[config.mk]
export PLATFORM = sky130hd
export DESIGN_NAME = i2s_frame_serializer
export DESIGN_NICKNAME = d
export VERILOG_FILES = /design/src/rtl/i2s_frame_serializer.sv
export SDC_FILE = /design/constraint.sdc
export NUM_CORES = 1
export LEC_CHECK = 0
export CAP_MARGIN = 20
export CORE_ASPECT_RATIO = 0.9
export CORE_MARGIN = 2
export CORE_UTILIZATION = 40
export CTS_CLUSTER_DIAMETER = 200
export CTS_CLUSTER_SIZE = 20
export DETAILED_ROUTE_END_ITERATION = 8
export HOLD_SLACK_MARGIN = 0.02
export SLEW_MARGIN = 20
export SYNTH_ARGS = -nofsm -noshare
export SYNTH_HDL_FRONTEND = slang
export SYNTH_SLANG_ARGS = --single-unit
[constraint.sdc]
create_clock -name clk -period 2.8 [get_ports clk]
set_clock_uncertainty 0.1 [all_clocks]
set_input_delay 0.28 -clock clk [delete_from_list [all_inputs] [get_ports clk]]
set_output_delay 0.28 -clock clk [all_outputs]
set_load 0.02 [all_outputs]
[src/rtl/i2s_frame_serializer.sv]
// I2S transmitter: double-buffered stereo sample intake, serialized on sclk/lrclk/sd
// generated from the system clock through clock enables only.
module i2s_frame_serializer #(
    parameter int unsigned WIDTH     = 24,
    parameter int unsigned SLOT_BITS = 24,
    parameter int unsigned SCLK_DIV  = 8
) (
    input  logic             clk,
    input  logic             rst,
    input  logic             enable,
    input  logic [WIDTH-1:0] in_left,
    input  logic [WIDTH-1:0] in_right,
    input  logic             in_valid,
    output logic             in_ready,
    output logic             sclk,
    output logic             lrclk,
    output logic             sd,
    output logic             frame_tick,
    output logic [15:0]      underrun_cnt
);

    localparam int unsigned FRAME_BITS = 2 * SLOT_BITS;
    localparam int unsigned DIV_W      = (SCLK_DIV > 2) ? $clog2(SCLK_DIV) : 1;
    localparam int unsigned BIT_W      = $clog2(FRAME_BITS);

    localparam logic [DIV_W-1:0] DIV_LAST = DIV_W'(SCLK_DIV - 1);
    localparam logic [DIV_W-1:0] DIV_HALF = DIV_W'(SCLK_DIV / 2);
    localparam logic [BIT_W-1:0] BIT_LAST = BIT_W'(FRAME_BITS - 1);
    localparam logic [BIT_W-1:0] SLOT_LIM = BIT_W'(SLOT_BITS);
    localparam logic [15:0]      UND_MAX  = 16'hFFFF;

    logic [DIV_W-1:0]      div_cnt;
    logic [BIT_W-1:0]      bit_cnt;
    logic [FRAME_BITS-1:0] shifter;
    logic [WIDTH-1:0]      hold_l;
    logic [WIDTH-1:0]      hold_r;
    logic                  full;

    logic                  fall_c;
    logic                  latch_c;
    logic                  accept_c;
    logic [DIV_W-1:0]      div_nxt_c;
    logic [BIT_W-1:0]      bit_nxt_c;
    logic [FRAME_BITS-1:0] frame_c;
    logic [FRAME_BITS-1:0] src_c;

    // Divider chain: fall event at div_cnt wrap, latch on the fall where bit_cnt leaves 0.
    always_comb begin
        fall_c    = enable && (div_cnt == DIV_LAST);
        latch_c   = fall_c && (bit_cnt == '0);
        div_nxt_c = '0;
        bit_nxt_c = '0;
        if (enable) begin
            div_nxt_c = fall_c ? '0 : div_cnt + DIV_W'(1);
            bit_nxt_c = bit_cnt;
            if (fall_c) begin
                bit_nxt_c = (bit_cnt == BIT_LAST) ? '0 : bit_cnt + BIT_W'(1);
            end
        end
    end

    // Frame word: each channel MSB-aligned in its slot, zero LSB padding.
    always_comb begin
        frame_c = '0;
        frame_c[FRAME_BITS-1 -: WIDTH] = hold_l;
        frame_c[SLOT_BITS-1 -: WIDTH]  = hold_r;
    end

    // The shifter rotates, so after a full frame it holds that frame again; an
    // underrun latch therefore replays the previous frame with no extra storage.
    always_comb begin
        src_c = (latch_c && full) ? frame_c : shifter;
    end

    assign in_ready = !rst && (!full || latch_c);
    assign accept_c = in_valid && in_ready;

    always_ff @(posedge clk) begin
        if (rst) begin
            div_cnt      <= '0;
            bit_cnt      <= '0;
            shifter      <= '0;
            hold_l       <= '0;
            hold_r       <= '0;
            full         <= 1'b0;
            sclk         <= 1'b0;
            lrclk        <= 1'b0;
            sd           <= 1'b0;
            frame_tick   <= 1'b0;
            underrun_cnt <= '0;
        end else begin
            div_cnt    <= div_nxt_c;
            bit_cnt    <= bit_nxt_c;
            sclk       <= (div_nxt_c >= DIV_HALF);
            lrclk      <= (bit_nxt_c >= SLOT_LIM);
            frame_tick <= latch_c;

            if (!enable) begin
                shifter <= '0;
                sd      <= 1'b0;
            end else if (fall_c) begin
                sd      <= src_c[FRAME_BITS-1];
                shifter <= {src_c[FRAME_BITS-2:0], src_c[FRAME_BITS-1]};
            end

            if (latch_c && !full && (underrun_cnt != UND_MAX)) begin
                underrun_cnt <= underrun_cnt + 16'd1;
            end

            // A transfer in the latch cycle refills holding after its old pair moved out.
            if (accept_c) begin
                full   <= 1'b1;
                hold_l <= in_left;
                hold_r <= in_right;
            end else if (latch_c) begin
                full <= 1'b0;
            end
        end
    end

endmodule

==> metrics.cfg <==
[outcome]
status=completed

[global_routing]
antenna_found_initial=0
grt_pass1_vias=4272
grt_use_met2_pct=27.68
grtUsageMet3_pct=4.268
grt_start_max_net_pins=68
grt_overflow=0
grt.total_usage_pct=17.03
grt_pass1_wl_um=19800
grt_use_met1_pct=21.39
grt-busiest-layer=met2

[placement]
hpwl_um=7186
gp_congestion=0.8034
io_buffers=72
dpl.cell_count=800

[clock_tree]
clk_pin_slew_worst_paths_ns=0.05
cts.sinks=124
cts-root-buf=clkbuf_16
cts_tree=built
clockBufferDepth=2
h-tree-depth=4
cts_setup_buffers=0
worstSkewPairLatency_ns=0.41
cts-buffers-inserted=17

[final_layout]
filler_cell_count=1196
utilization_pct=53.04
seqCellArea_um2=2482
area_delta_synth_final_pct=28.03
multi_input_area_um2=2658
instances_no_fill=832
drive_gt1_share_pct=15.87
antenna_cells=0
fin_nets=712

[yosys]
synthArstFlopShare_pct=0
synth_area_leaders=dfxtp_1 47%, mux2_2 11%, nand2_1 7.6%, nor2b_1 6.5%, a31oi_1 5.8%
syn-cell-area_um2=5316
ys_seq_area_share_pct=46.69
ys_warn_count=0
syn_avg_cell_area_um2=8.890
synth_nets=655
yosys.area.top_type=dfxtp_1
ys_ff_latch=124
postSynthCellCount=598
synth-edff-count=0
netlist_top_cells_count=124 x dfxtp_1, 107 x nand2_1, 55 x nor2b_1
ys_types=39
synthFlopType=dfxtp_1
netlist.area_leader.share_pct=46.69
synth.most_common_cell=dfxtp_1

[sta]
rsz0062_at_grt=no
tns_ns=0
setup_violations=0
slew_headroom_pct=42.75
fmax_mhz=376.7
finalHoldViolations=0
worst_pin_slew_ns=0.8587
drv_slew=0
finalCritPeriodShare_pct=94.82
layout_min_cycle_time_ns=2.655

[floorplanning]
coreArea_um2=12830
placementRows=39
die_area_um2=14230
start_util_pct=41.43
fp.dieH_um=113.4
ios=73
die_w_um=125.5

[power]
power.leakage_nw=2.456
fin_total_pwr_mw=4.397
ir_drop_v=0.0004341
power_density_nw_per_um2=646.0

[routing]
drtAntennaViolNets=0
routed_via_density=5.207
num_vias=4332
wire_per_inst_um=13.87
remaining_drc_errors=0
first_pass_iters=4
drt_iter0_markers=291
wl_um=11540

[min_path]
holdCritPathClass=input pin to flop

[worst_setup_path]
worstPathArrival_ns=2.27
r2r_slack_ns=0.30
critPathCaptureType=output pin
start_kind=flop
critPathKind=flop to output pin
required_ns=2.42
critPathMaxFanout=5

[flow_run]
drv_cap=0

## worst max-delay path: stages (launching register included)
cell             delay, ns
dfxtp_1               0.34
inv_1                 0.07
ha_1                  0.17
or4b_4                0.50
or2_2                 0.33
a21oi_1               0.15
clkdlybuf4s15_1       0.31
## where the power goes
group          switching, mW  leakage (nW)  internal (mW)
clock                  0.783         0.301           1.55
sequential            0.0242          1.01           1.82
combinational         0.0784          1.15          0.139
## routing by layer
layer / vias up / wire [um] / part of all wire (%)
li1: 2217 / - / -
met1: 2011 / 5599 / 49
met2: 92 / 5311 / 46
met3: 12 / 491 / 4.3
met4: 0 / 140 / 1.2
met5: - / 0 / 0
## metrics by stage
stage                     setup WS, ns  hold slack, ns  cell area, um^2
after floorplan                 0.6341          0.3043             5316
after global placement          0.2368          0.3139             6171
after detailed placement        0.1697          0.3334             6171
after CTS                       0.1088         0.03250             6805
after global routing          0.004047         0.03709             6807
final                           0.1451         0.05110             6807
## final timing paths
kind	startpoint	end	depth (start not counted)
worst max register to register	bit_cnt[0]	shifter[0]	6
worst min-delay path	rst	full	2
worst min register to register	div_cnt[0]	div_cnt[0]	1
worst max-delay path	bit_cnt[0]	in_ready	6
## logic make-up (layout without fill, tap and decap cells)
group | after synthesis | after routing | synth area share (%)
AOI/OAI and AO/OA | 132 | 132 | 14.38
xor gates and xnor gates | 4 | 4 | 0.6591
adders and majority gates | 5 | 5 | 1.177
buffers and inverters | 51 | 121 | 3.742
DFF | 124 | 124 | 46.69
muxes | 55 | 55 | 11.63
and+or+nand+nor | 227 | 227 | 21.72
## sequential cells by signal (all words and copies together) (netlist names)
signal	count
bit_cnt	6
div_cnt	2
frame_tick	1
full	1
hold_l	24
hold_r	24
lrclk	1
sclk	1
shifter	48
underrun_cnt	16
## what timing repair did
action                                  CTS  global route
endpoints found under the setup margin    1             1
pin swaps                                 0             0
hold buffers                              0             0
cloned                                    0             0
gates resized for setup                   1             1
## area by class of cell
| class | instances | area share (%) |
|---|---|---|
| Inverter | 8 | 0.4412 |
| Clock buffer | 21 | 6.912 |
| Timing Repair Buffer | 81 | 11.69 |
| Sequential cell | 124 | 36.47 |
| Multi-Input combinational cell | 423 | 39.04 |
| Tap cell | 164 | 3.015 |
| Clock inverter | 11 | 2.426 |
## cell usage in the layout (no fill, tap or decap), types with 2 or more instances in the layout
cell type and instances:
o21ai_0 49, o31ai_1 7, dfxtp_1 124, nor2b_1 54, a211oi_1 3, or2_2 2
and3_1 4, nor2_1 12, clkdlybuf4s50_1 70, a31oi_1 49, inv_1 8, clkbuf_8 3
xor2_1 2, nand3_1 8, nor3_1 3, clkinvlp_4 4, and4_1 3, a21oi_1 17
or4_1 6, bufinv_16 4, mux2_2 54, or3_1 4, nand4_1 9, buf_4 8
and2_1 3, clkbuf_16 17, nand2_1 107, clkinv_2 3, ha_1 4, xnor2_1 2
o22ai_1 2
(Power assumes the default switching activity.)
